File: src/rtl/cache_repl_ctrl.sv
// Tree pseudo-LRU replacement controller: per-set PLRU state, hit touches,
// victim selection over a registered valid/ready handshake, init sweep on reset/flush.
module cache_repl_ctrl #(
   parameter int NUM_SETS = 64,
   parameter int NUM_WAYS = 4,
   parameter int SET_W    = $clog2(NUM_SETS),
   parameter int WAY_W    = $clog2(NUM_WAYS)
) (
   input  logic                clk_i,
   input  logic                rst_i,
   input  logic                flush_i,
   output logic                busy_o,
   input  logic                upd_valid_i,
   input  logic [SET_W-1:0]    upd_set_i,
   input  logic [WAY_W-1:0]    upd_way_i,
   input  logic                vic_req_i,
   output logic                vic_ready_o,
   input  logic [SET_W-1:0]    vic_set_i,
   input  logic [NUM_WAYS-1:0] vic_valid_mask_i,
   output logic                vic_rsp_valid_o,
   input  logic                vic_rsp_ready_i,
   output logic [WAY_W-1:0]    vic_way_o
);

   localparam int NODES = NUM_WAYS - 1;

   typedef enum logic [1:0] {INIT, IDLE, RESP} state_t;

   state_t           state_q, state_d;
   logic [SET_W-1:0] sweep_q, sweep_d;
   logic [WAY_W-1:0] way_q, way_d;
   logic [NODES-1:0] plru_q [NUM_SETS];
   logic             accept;
   logic             upd_en;

   // Heap-ordered walk: node k has children 2k+1 (left) and 2k+2 (right).
   function automatic logic [NODES-1:0] touch(input logic [NODES-1:0] s,
                                              input logic [WAY_W-1:0] w);
      logic [NODES-1:0] t;
      int unsigned      node;
      logic             dir;
      t    = s;
      node = 0;
      for (int unsigned l = 0; l < WAY_W; l++) begin
         dir     = w[WAY_W-1-l];
         t[node] = ~dir;
         node    = 2 * node + 1 + 32'(dir);
      end
      return t;
   endfunction

   function automatic logic [WAY_W-1:0] pick_victim(input logic [NODES-1:0]    s,
                                                    input logic [NUM_WAYS-1:0] m);
      logic [WAY_W-1:0] w;
      int unsigned      node;
      w    = '0;
      node = 0;
      for (int unsigned l = 0; l < WAY_W; l++) begin
         w[WAY_W-1-l] = s[node];
         node         = 2 * node + 1 + 32'(s[node]);
      end
      // Any invalid way overrides the tree; descending scan leaves the lowest index.
      if (m != '1) begin
         for (int unsigned i = NUM_WAYS; i > 0; i--) begin
            if (!m[i-1]) w = WAY_W'(i - 1);
         end
      end
      return w;
   endfunction

   always_comb begin
      state_d         = state_q;
      sweep_d         = sweep_q;
      way_d           = way_q;
      accept          = 1'b0;
      upd_en          = 1'b0;
      busy_o          = 1'b0;
      vic_ready_o     = 1'b0;
      vic_rsp_valid_o = 1'b0;
      case (state_q)
         INIT: begin
            busy_o  = 1'b1;
            sweep_d = sweep_q + 1'b1;
            if (flush_i) begin
               sweep_d = '0;
            end else if (sweep_q == SET_W'(NUM_SETS - 1)) begin
               state_d = IDLE;
            end
         end
         IDLE: begin
            vic_ready_o = 1'b1;
            if (flush_i) begin
               state_d = INIT;
               sweep_d = '0;
            end else begin
               upd_en = upd_valid_i;
               if (vic_req_i) begin
                  accept  = 1'b1;
                  way_d   = pick_victim(plru_q[vic_set_i], vic_valid_mask_i);
                  state_d = RESP;
               end
            end
         end
         RESP: begin
            vic_rsp_valid_o = 1'b1;
            if (flush_i) begin
               state_d = INIT;
               sweep_d = '0;
            end else begin
               upd_en = upd_valid_i;
               if (vic_rsp_ready_i) state_d = IDLE;
            end
         end
         default: begin
            state_d = INIT;
            sweep_d = '0;
         end
      endcase
   end

   always_ff @(posedge clk_i) begin
      if (rst_i) begin
         state_q <= INIT;
         sweep_q <= '0;
         way_q   <= '0;
      end else begin
         state_q <= state_d;
         sweep_q <= sweep_d;
         way_q   <= way_d;
      end
   end

   // Same-set collision: victim touch is applied on top of the update touch, so it wins.
   always_ff @(posedge clk_i) begin
      if (state_q == INIT) begin
         plru_q[sweep_q] <= '0;
      end else if (!rst_i) begin
         if (upd_en) plru_q[upd_set_i] <= touch(plru_q[upd_set_i], upd_way_i);
         if (accept) plru_q[vic_set_i] <= touch((upd_en && (upd_set_i == vic_set_i))
                                                ? touch(plru_q[vic_set_i], upd_way_i)
                                                : plru_q[vic_set_i], way_d);
      end
   end

   assign vic_way_o = way_q;

endmodule
File: config.mk
export PLATFORM = sky130hd
export DESIGN_NAME = cache_repl_ctrl
export DESIGN_NICKNAME = d
export VERILOG_FILES = /design/src/rtl/cache_repl_ctrl.sv
export SDC_FILE = /design/constraint.sdc
export NUM_CORES = 1
export LEC_CHECK = 0
export CORE_ASPECT_RATIO = 1.2
export CORE_MARGIN = 1.5
export CORE_UTILIZATION = 40
export CTS_CLUSTER_SIZE = 28
export DETAILED_ROUTE_END_ITERATION = 10
export PLACE_DENSITY = 0.59
export SYNTH_ARGS = -nofsm -noshare
export SYNTH_HDL_FRONTEND = slang
export SYNTH_SLANG_ARGS = --single-unit
File: constraint.sdc
create_clock -name clk_i -period 3.7 [get_ports clk_i]
set_input_delay 0.37 -clock clk_i [delete_from_list [all_inputs] [get_ports clk_i]]
set_output_delay 0.37 -clock clk_i [all_outputs]
set_load 0.05 [all_outputs]
==> results of run 1 <==
==> registers in the layout, summed over array words and instances (netlist names) <==
signal / cells
plru_q: 192
state_q: 2
sweep_q: 6
vic_way_o: 2
==> cells in the mapped netlist (11+ instances only) <==
cell,instances,area share (%)
sky130_fd_sc_hd__a221oi_1,14,1.0
sky130_fd_sc_hd__clkbuf_1,28,0.86
sky130_fd_sc_hd__o21ai_1,125,5.1
sky130_fd_sc_hd__a22oi_1,19,1.2
sky130_fd_sc_hd__mux2i_1,33,2.7
sky130_fd_sc_hd__nor2_1,29,0.89
sky130_fd_sc_hd__nand2_1,290,8.9
sky130_fd_sc_hd__nor2b_1,11,0.57
sky130_fd_sc_hd__nand2b_1,24,1.2
sky130_fd_sc_hd__o21ai_0,150,6.2
sky130_fd_sc_hd__a21oi_1,19,0.78
sky130_fd_sc_hd__buf_2,38,1.6
sky130_fd_sc_hd__edfxtp_1,192,47
sky130_fd_sc_hd__inv_1,12,0.37
sky130_fd_sc_hd__mux4_2,56,10
==> cells by family after synthesis <==
group           Yosys count
simple gates            410
compound gates          372
flops                   202
buf+inv                  98
mux                      97
xor+xnor                  9
fa+ha+maj                 5
==> critical path: stages (launching register included) <==
cell	delay (ns)
sky130_fd_sc_hd__dfxtp_1	0.39
sky130_fd_sc_hd__inv_1	0.08
sky130_fd_sc_hd__ha_1	0.40
sky130_fd_sc_hd__nand3_1	0.13
sky130_fd_sc_hd__or3_1	0.48
sky130_fd_sc_hd__buf_4	0.24
sky130_fd_sc_hd__o21ai_0	0.29
sky130_fd_sc_hd__nand2b_1	0.19
sky130_fd_sc_hd__nand2b_1	0.18
sky130_fd_sc_hd__buf_4	0.20
sky130_fd_sc_hd__o21ai_0	0.42
==> power breakdown <==
group          total (mW)  switching (mW)  internal [mW]
combinational       0.430           0.261          0.170
sequential           2.47         0.00426           2.47
clock                2.31           0.962           1.34
total                5.21            1.23           3.98
==> through the flow <==
step	util [%]	worst slack (ns)
2_1_floorplan	-	0.694
3_3_place_gp	45.9	0.136
3_5_place_dp	45.9	0.155
4_1_cts	48.3	0.334
5_1_grt	48.3	0.0299
6_report	48.4	0.339
==> final timing paths <==
check,slack [ns],end,startpoint,depth (start not counted)
max,0.34,plru_q[63][1]$_DFFE_PP_,state_q[0]$_SDFFE_PP0P_,10
min,0.50,state_q[1]$_SDFFE_PP0P_,state_q[1]$_SDFFE_PP0P_,2
max reg2reg,0.34,plru_q[63][1]$_DFFE_PP_,state_q[0]$_SDFFE_PP0P_,10
min reg2reg,0.50,state_q[1]$_SDFFE_PP0P_,state_q[1]$_SDFFE_PP0P_,2
==> per-layer routing <==
layer  track usage [%]  routed length, um  vias to the layer above
met2              45.0              20200                      584
met1              34.1              15900                     4978
met5                 0                  0                        -
li1                  -                  -                     4675
met4              12.9               2190                        0
met3              4.71               3880                      120
==> area by class of cell <==
| class | count | area share (%) |
|---|---|---|
| Timing Repair Buffer | 156 | 9.83 |
| Multi-Input combinational cell | 893 | 39.9 |
| Inverter | 12 | 0.313 |
| Clock buffer | 24 | 4.02 |
| Clock inverter | 16 | 1.11 |
| Tap cell | 390 | 3.39 |
| Antenna cell | 1 | 0.0174 |
| Sequential cell | 202 | 41.4 |
==> run summary, run 1 <==
run status: completed
count of final setup violators: 0
FFs w/ async S/R, synth: 0%
Gate Count Post-Synth: 1,193
Avg Vias per Cell: 6.11
total power: 5.21 mW
number of antenna violations at the first check in global routing: 2
Critical Path Source Type: register
final standard cell count with taps included and fillers excluded: 1,694
area share of fa/ha/maj cells after synthesis: 0.514%
post-CTS resize count: 0
DR WL/cell: 24.9 um
ratio of total power to cell area: 362 mW/mm^2
1st-pass router iterations: 7
transition time of the tightest slew-check pin: 0.832 ns
clock latency at the later pin of the worst-skew pair: 0.52 ns
share of post-route cells with drive strength above 1: 18.7%
Final Hold Slack: 0.495 ns
mux cell area share after synthesis: 13.8%
share of the synthesized area in compound gates (AO/OA/AOI/OAI): 17.2%
clock root buffer master: sky130_fd_sc_hd__clkbuf_16
setup repair bufs after CTS: 0
worst vdd ir: 334 uV
Layout Cell Area excl Fill: 0.0144 sq mm
register cell area after layout: 0.00597 sq mm
remaining antenna violation count: 0
Tot GR Track Use: 27.1%
xor/xnor share of the synthesized area: 0.647%
most frequent cells in the layout: sky130_fd_sc_hd__nand2_1 (290), sky130_fd_sc_hd__edfxtp_1 (192), sky130_fd_sc_hd__o21ai_0 (150)
path category of the worst min-delay check: register to register
Slew Limit Fails: 0
half-perimeter wire length after placement: 29.3 mm
leading register cell type out of synthesis: sky130_fd_sc_hd__edfxtp_1
number of CTS-inserted buffers: 23
DR vias: 10,400
Min Clock Period, post-route: 3.36 ns
Rows: 69
highest fanout seen on the critical path: 12
# port buffers: 28
maximum level of the CTS H-tree: 1
count of nets after finishing: 1,317
routed wire length: 42.2 mm
Req. time, crit path: 3.86 ns
core region area: 0.0298 sq mm
count of unresolved DRC violations after routing: 0
number of fill cells in the layout: 2,697
Syn-to-layout area delta: 18.2%
full die area: 0.0315 sq mm
initial cell density of the core: 40.9%
fraction of the cycle the final worst path needs: 90.8%
setup repair after global routing missed its margin: false
final hold vios: 0
detailed router's first-iteration violation count: 1,151
via count of the first global-routing pass: 10,100
maximum frequency from static timing analysis: 298 MHz
max cap viols: 0
number of placed instances, taps included: 1,653
Avg Cell Area, Syn: 10.2 sq um
most common cell after layout, fill and taps aside: sky130_fd_sc_hd__nand2_1
IO Pins: 29
post-synthesis cell type count: 59
Die W: 162 um
Slew headroom: 44.4%
EDFF count, synth: 192
endpoint kind of the worst setup timing path: register
final setup TNS: 0 ns
TritonCTS clock tree: yes
Clock transition at path regs: 0.06 ns
arrival time of the worst setup path: 3.52 ns
Leak: 4.49 nW
count of clock tree sinks: 202
Fin Clk Skew: 0.0154 ns
footprint of the multi-input gates: 0.00575 sq mm
Clock Path Buffers: 3
Yosys warnings: 0
Die Ht: 194 um
wire length of the first global-routing pass: 63.2 mm
placed instance area: 0.0137 sq mm
sequential element share of the synthesized area: 49.0%
Synth Register Bits: 202
number of nets in the synthesized netlist: 1,222
CTS Hold Buffers Added: 0
weighted congestion at the end of routability-driven global placement: 0.934
post-synthesis instance area: 0.0122 sq mm
CP Class: register to register
gr ovfl total: 0
dominant combinational cell family by area after synthesis: compound AO/OA/AOI/OAI gates
post-synthesis share of cell area spent on and, or, nand and nor gates: 14.7%
largest net degree at the start of global routing: 38
Note: power is estimated with default switching activity, not from simulation.
==> run 2: changes to the inputs <==
CTS_BUF_LIST = sky130_fd_sc_hd__clkbuf_8   (was unset)
==> run summary, run 2 (synthesis results as in run 1) <==
run status: completed (unchanged)
count of unresolved DRC violations after routing: 0 (unchanged)
full die area: 0.0315 sq mm (unchanged)
maximum level of the CTS H-tree: 2 (was 1)
Critical Path Source Type: register (unchanged)
final setup TNS: 0 ns (unchanged)
largest net degree at the start of global routing: 38 (unchanged)
Sw Share: 25.3% (was 23.6%)
setup repair after global routing missed its margin: false (unchanged)
number of antenna violations at the first check in global routing: 2 (unchanged)
1st-pass router iterations: 6 (was 7)
count of clock tree sinks: 202 (unchanged)
core region area: 0.0298 sq mm (unchanged)
routed wire length: 42.2 mm (about the same)
weighted congestion at the end of routability-driven global placement: 0.934 (unchanged)
Top Registers: plru_q (192), sweep_q (6) (unchanged)
share of post-route cells with drive strength above 1: 19.2% (was 18.7%)
remaining antenna violation count: 0 (unchanged)
detailed router's first-iteration violation count: 1,112 (was 1,151)
CP Launch Point: state_q[0]$_SDFFE_PP0P_ (unchanged)
CP Class: register to register (unchanged)
Final Hold Slack: 0.497 ns (was 0.495 ns)
half-perimeter wire length after placement: 29.3 mm (unchanged)
clock latency at the later pin of the worst-skew pair: 0.56 ns (was 0.52 ns)
Slew Limit Fails: 0 (unchanged)
Tot GR Track Use: 27.2% (was 27.1%)
gr ovfl total: 0 (unchanged)
total power: 4.84 mW (was 5.21 mW)
Avg Vias per Cell: 6.07 (was 6.11)
Min Clock Period, post-route: 3.36 ns (about the same)
count of final setup violators: 0 (unchanged)
Sequential Power Share: 51.1% (was 47.5%)
Slew headroom: 42.2% (was 44.4%)
Die Ht: 194 um (unchanged)
highest fanout seen on the critical path: 12 (unchanged)
share of power burned in the clock network: 40.1% (was 44.3%)
Internal Pwr Total: 3.62 mW (was 3.98 mW)
Req. time, crit path: 3.90 ns (was 3.86 ns)
DR WL/cell: 24.6 um (was 24.9 um)
DR vias: 10,400 (about the same)
CTS Hold Buffers Added: 0 (unchanged)
register with the most flip-flops: plru_q (unchanged)
P_sw: 1.23 mW (about the same)
wire length of the first global-routing pass: 63.2 mm (about the same)
final hold vios: 0 (unchanged)
Clock transition at path regs: 0.06 ns (about the same)
count of nets after finishing: 1,329 (was 1,317)
arrival time of the worst setup path: 3.56 ns (was 3.52 ns)
TritonCTS clock tree: yes (unchanged)
fraction of power consumed by combinational cells: 8.9% (was 8.3%)
most common cell after layout, fill and taps aside: sky130_fd_sc_hd__nand2_1 (unchanged)
most frequent cells in the layout: sky130_fd_sc_hd__nand2_1 (290), sky130_fd_sc_hd__edfxtp_1 (192), sky130_fd_sc_hd__o21ai_0 (150) (unchanged)
Reg-to-Reg Start: state_q[0]$_SDFFE_PP0P_ (unchanged)
path category of the worst min-delay check: register to register (unchanged)
clock root buffer master: sky130_fd_sc_hd__clkbuf_8 (was sky130_fd_sc_hd__clkbuf_16)
crit path setup slack, layout: 0.341 ns (was 0.339 ns)
setup repair bufs after CTS: 0 (unchanged)
via count of the first global-routing pass: 10,100 (about the same)
post-CTS resize count: 0 (unchanged)
pre-CTS WS: 0.155 ns (unchanged)
maximum frequency from static timing analysis: 298 MHz (about the same)
worst vdd ir: 212 uV (was 334 uV)
transition time of the tightest slew-check pin: 0.865 ns (was 0.832 ns)
Leak: 4.50 nW (was 4.49 nW)
hold path startpoint: state_q[1]$_SDFFE_PP0P_ (unchanged)
endpoint kind of the worst setup timing path: register (unchanged)
ratio of total power to cell area: 339 mW/mm^2 (was 362 mW/mm^2)
Fin Clk Skew: 0.0215 ns (was 0.0154 ns)
initial cell density of the core: 40.9% (unchanged)
Clock Path Buffers: 3 (unchanged)
max cap viols: 0 (unchanged)
Rows: 69 (unchanged)
# port buffers: 28 (unchanged)
number of CTS-inserted buffers: 35 (was 23)
IO Pins: 29 (unchanged)
fraction of the cycle the final worst path needs: 90.8% (about the same)
Die W: 162 um (unchanged)
Syn-to-layout area delta: 17.4% (was 18.2%)
Largest register FFs: 192 (unchanged)
[run 2: cell count changes in the layout (fill, tap and decap cells not counted)]
cell / change
sky130_fd_sc_hd__clkinvlp_4: +1
sky130_fd_sc_hd__clkbuf_16: -23
sky130_fd_sc_hd__bufinv_16: -2
sky130_fd_sc_hd__inv_8: -1
sky130_fd_sc_hd__inv_1: +15
sky130_fd_sc_hd__clkinv_1: -2
sky130_fd_sc_hd__clkbuf_1: -1
sky130_fd_sc_hd__clkbuf_8: +36
[run 2: worst max-delay path: stages, from the launching register on]
cell and delay, ns:
sky130_fd_sc_hd__dfxtp_1 0.39, sky130_fd_sc_hd__inv_1 0.08, sky130_fd_sc_hd__ha_1 0.40, sky130_fd_sc_hd__nand3_1 0.13
sky130_fd_sc_hd__or3_1 0.48, sky130_fd_sc_hd__buf_4 0.24, sky130_fd_sc_hd__o21ai_0 0.29, sky130_fd_sc_hd__nand2b_1 0.18
sky130_fd_sc_hd__nand2b_1 0.18, sky130_fd_sc_hd__buf_4 0.20, sky130_fd_sc_hd__o21ai_0 0.43
[run 2: metrics by stage]
step	instances	area, sq um	util [%]
detailed placement	1653	13700	45.9
floorplan	1193	12200	-
CTS	1716	14300	48.0
finish	1717	14300	48.0
global placement	1653	13700	45.9
global route	1716	14300	48.0
[run 2: routing by layer]
| layer | up-vias | track usage [%] | routed length, um | share of wire (%) |
|---|---|---|---|---|
| met5 | - | 0 | 14 | 0.033 |
| met4 | 2 | 14.4 | 2220 | 5.3 |
| met3 | 128 | 6.31 | 3930 | 9.3 |
| met2 | 592 | 44.1 | 20200 | 48 |
| met1 | 4997 | 33.6 | 15900 | 38 |
| li1 | 4699 | - | - | - |
[run 2: final cells by class]
| cell class | count | area (sq um) |
|---|---|---|
| Multi-Input combinational cell | 893 | 5750 |
| Tap cell | 390 | 488 |
| Timing Repair Buffer | 156 | 1420 |
| Antenna cell | 1 | 2.50 |
| Fill cell | 2727 | 15500 |
| Clock inverter | 27 | 145 |
| Inverter | 12 | 45.0 |
| Sequential cell | 202 | 5970 |
| Clock buffer | 36 | 495 |
[run 2: power by group through the flow]
stage / clock network, mW / registers, mW / logic, mW
5_1_grt: 2.03 / 2.47 / 0.448
3_3_place_gp: 0 / 2.52 / 0.419
6_report: 1.94 / 2.47 / 0.429
3_5_place_dp: 0 / 2.52 / 0.422
4_1_cts: 1.96 / 2.47 / 0.423
2_1_floorplan: 0 / 2.52 / 0.238
[run 2: worst paths after layout]
check	end	slack [ns]	cells after the start
worst min register to register	state_q[1]$_SDFFE_PP0P_	0.50	2
worst max-delay path	plru_q[63][0]$_DFFE_PP_	0.34	10
worst min-delay path	state_q[1]$_SDFFE_PP0P_	0.50	2
worst max register to register	plru_q[63][0]$_DFFE_PP_	0.34	10
==> run 3: changes to the inputs <==
REMOVE_ABC_BUFFERS = 1   (was unset)
==> run summary, run 3 (synthesis results as in run 1) <==
Internal Pwr Total: 3.62 mW (about the same)
remaining antenna violation count: 0 (unchanged)
Syn-to-layout area delta: 16.4% (was 17.4%)
highest fanout seen on the critical path: 7 (was 12)
1st-pass router iterations: 6 (unchanged)
initial cell density of the core: 40.9% (unchanged)
highest-delay cell along the critical path: sky130_fd_sc_hd__or3_1 (unchanged)
worst vdd ir: 191 uV (was 212 uV)
count of nets after finishing: 1,320 (was 1,329)
cells traversed along the worst timing path: inv_1 -> ha_1 -> nand3_1 -> or3_1 -> buf_4 -> o21ai_0 -> nand2b_1 -> nand2b_1 -> buf_4 -> o21ai_0 (unchanged)
CTS Hold Buffers Added: 0 (unchanged)
number of stages on the worst setup path: 10 (unchanged)
P_sw: 1.19 mW (was 1.23 mW)
count of cells along the worst hold path: 2 (unchanged)
Clock Path Buffers: 3 (unchanged)
Die W: 162 um (unchanged)
share of power burned in the clock network: 39.8% (was 40.1%)
IO Pins: 29 (unchanged)
Finished Core Util: 47.6% (was 48.0%)
DR vias: 10,400 (about the same)
fraction of power consumed by combinational cells: 8.7% (was 8.9%)
post-CTS resize count: 0 (unchanged)
max cap viols: 0 (unchanged)
count of clock tree sinks: 202 (unchanged)
Max stage delay on crit path: 0.44 ns (was 0.48 ns)
count of final setup violators: 0 (unchanged)
CP Class: register to register (unchanged)
number of antenna violations at the first check in global routing: 0 (was 2)
transition time of the tightest slew-check pin: 0.773 ns (was 0.865 ns)
arrival time of the worst setup path: 3.72 ns (was 3.56 ns)
Sw Share: 24.8% (was 25.3%)
wire length of the first global-routing pass: 63.4 mm (was 63.2 mm)
placed instance area: 0.0136 sq mm (was 0.0137 sq mm)
register with the most flip-flops: plru_q (unchanged)
endpoint kind of the worst setup timing path: register (unchanged)
Min Clock Period, post-route: 3.54 ns (was 3.36 ns)
weighted congestion at the end of routability-driven global placement: 0.949 (was 0.934)
Sequential Power Share: 51.5% (was 51.1%)
Avg Vias per Cell: 6.09 (was 6.07)
core region area: 0.0298 sq mm (unchanged)
maximum frequency from static timing analysis: 282 MHz (was 298 MHz)
Fin Clk Skew: 0.0313 ns (was 0.0215 ns)
Req. time, crit path: 3.88 ns (was 3.90 ns)
gr ovfl total: 0 (unchanged)
routed wire length: 42.7 mm (was 42.2 mm)
Die Ht: 194 um (unchanged)
ratio of total power to cell area: 339 mW/mm^2 (about the same)
final hold vios: 0 (unchanged)
Top Registers: plru_q (192), sweep_q (6) (unchanged)
Slew headroom: 48.1% (was 42.2%)
Clock transition at path regs: 0.06 ns (about the same)
via count of the first global-routing pass: 10,300 (was 10,100)
clock root buffer master: sky130_fd_sc_hd__clkbuf_8 (unchanged)
setup repair bufs after CTS: 0 (unchanged)
R2R depth: 10 (unchanged)
half-perimeter wire length after placement: 30.3 mm (was 29.3 mm)
Largest register FFs: 192 (unchanged)
fraction of the cycle the final worst path needs: 95.7% (was 90.8%)
path category of the worst min-delay check: register to register (unchanged)
Critical Path Source Type: register (unchanged)
share of post-route cells with drive strength above 1: 18.5% (was 19.2%)
maximum level of the CTS H-tree: 2 (unchanged)
# port buffers: 28 (unchanged)
DR WL/cell: 25.1 um (was 24.6 um)
pre-CTS WS: 0.0695 ns (was 0.155 ns)
most common cell after layout, fill and taps aside: sky130_fd_sc_hd__nand2_1 (unchanged)
Layout Cell Area excl Fill: 0.0142 sq mm (was 0.0143 sq mm)
setup repair after global routing missed its margin: false (unchanged)
crit path setup slack, layout: 0.160 ns (was 0.341 ns)
detailed router's first-iteration violation count: 1,196 (was 1,112)
run status: completed (unchanged)
count of unresolved DRC violations after routing: 0 (unchanged)
full die area: 0.0315 sq mm (unchanged)
largest net degree at the start of global routing: 44 (was 38)
buffers plus inverters on the worst setup path: 3 (unchanged)
dominant delay contributor by cell family on the critical path: simple AND/OR/NAND/NOR gates (unchanged)
Tot GR Track Use: 27.3% (was 27.2%)
clock latency at the later pin of the worst-skew pair: 0.56 ns (about the same)
Leak: 4.41 nW (was 4.50 nW)
TritonCTS clock tree: yes (unchanged)
Ant. Diodes: 0 (was 1)
Rows: 69 (unchanged)
most frequent cells in the layout: sky130_fd_sc_hd__nand2_1 (290), sky130_fd_sc_hd__edfxtp_1 (192), sky130_fd_sc_hd__o21ai_0 (150) (unchanged)
number of CTS-inserted buffers: 35 (unchanged)
Slew Limit Fails: 0 (unchanged)
Final Hold Slack: 0.499 ns (was 0.497 ns)
-- run 3: changes by cell type in the layout (fill, tap and decap cells not counted), moves of 3 or more --
cell                         before  now
sky130_fd_sc_hd__buf_4          112  106
sky130_fd_sc_hd__inv_1           27   22
sky130_fd_sc_hd__buf_12          16   13
sky130_fd_sc_hd__clkinv_1         3    6
sky130_fd_sc_hd__clkinv_2         5    2
sky130_fd_sc_hd__clkinvlp_4       3    0
-- run 3: cell type report --
| class | count | area [sq um] |
|---|---|---|
| fillers | 2740 | 15600 |
| well taps | 390 | 488 |
| repair buffers | 147 | 1310 |
| clock buffers | 37 | 509 |
| clock inverters | 20 | 109 |
| inverters | 12 | 45.0 |
| flip-flops and latches | 202 | 5970 |
| multi-input cells | 893 | 5750 |
-- run 3: worst paths after layout --
| check | from | to | slack [ns] |
|---|---|---|---|
| worst max-delay path | state_q[1]$_SDFFE_PP0P_ | plru_q[39][0]$_DFFE_PP_ | 0.16 |
| worst min-delay path | state_q[0]$_SDFFE_PP0P_ | state_q[0]$_SDFFE_PP0P_ | 0.50 |
| worst max register to register | state_q[1]$_SDFFE_PP0P_ | plru_q[39][0]$_DFFE_PP_ | 0.16 |
| worst min register to register | state_q[0]$_SDFFE_PP0P_ | state_q[0]$_SDFFE_PP0P_ | 0.50 |
-- run 3: metal layers --
metal / vias up / routed length, um / GRT usage (%)
met4: 0 / 3200 / 19.1
li1: 4669 / - / -
met1: 4964 / 15800 / 33.4
met3: 157 / 3630 / 4.66
met5: - / 0 / 0
met2: 574 / 20100 / 43.8
-- run 3: power by group through the flow --
stage | clock network [mW] | logic, mW | registers [mW]
floorplan | 0 | 0.166 | 2.52
global placement | 0 | 0.408 | 2.52
detailed placement | 0 | 0.409 | 2.52
CTS | 1.92 | 0.411 | 2.47
global route | 2.00 | 0.436 | 2.47
finish | 1.91 | 0.418 | 2.47
-- run 3: worst register-to-register path, delay by kind of cell, from the launching register on --
family,cells,cell delay (ns)
buffers and inverters,3,0.53
AND/OR/NAND/NOR,4,1.10
flip-flops,1,0.38
adder cells (fa/ha/maj),1,0.41
AO/OA/AOI/OAI,2,0.75
-- run 3: through the flow --
step / total power, mW / instances / TNS, ns
final: 4.81 / 1701 / 0
after global routing: 4.91 / 1701 / 0
after CTS: 4.80 / 1701 / 0
after detailed placement: 2.93 / 1644 / 0
after global placement: 2.93 / 1644 / 0
after floorplan: 2.68 / 1107 / -197.63
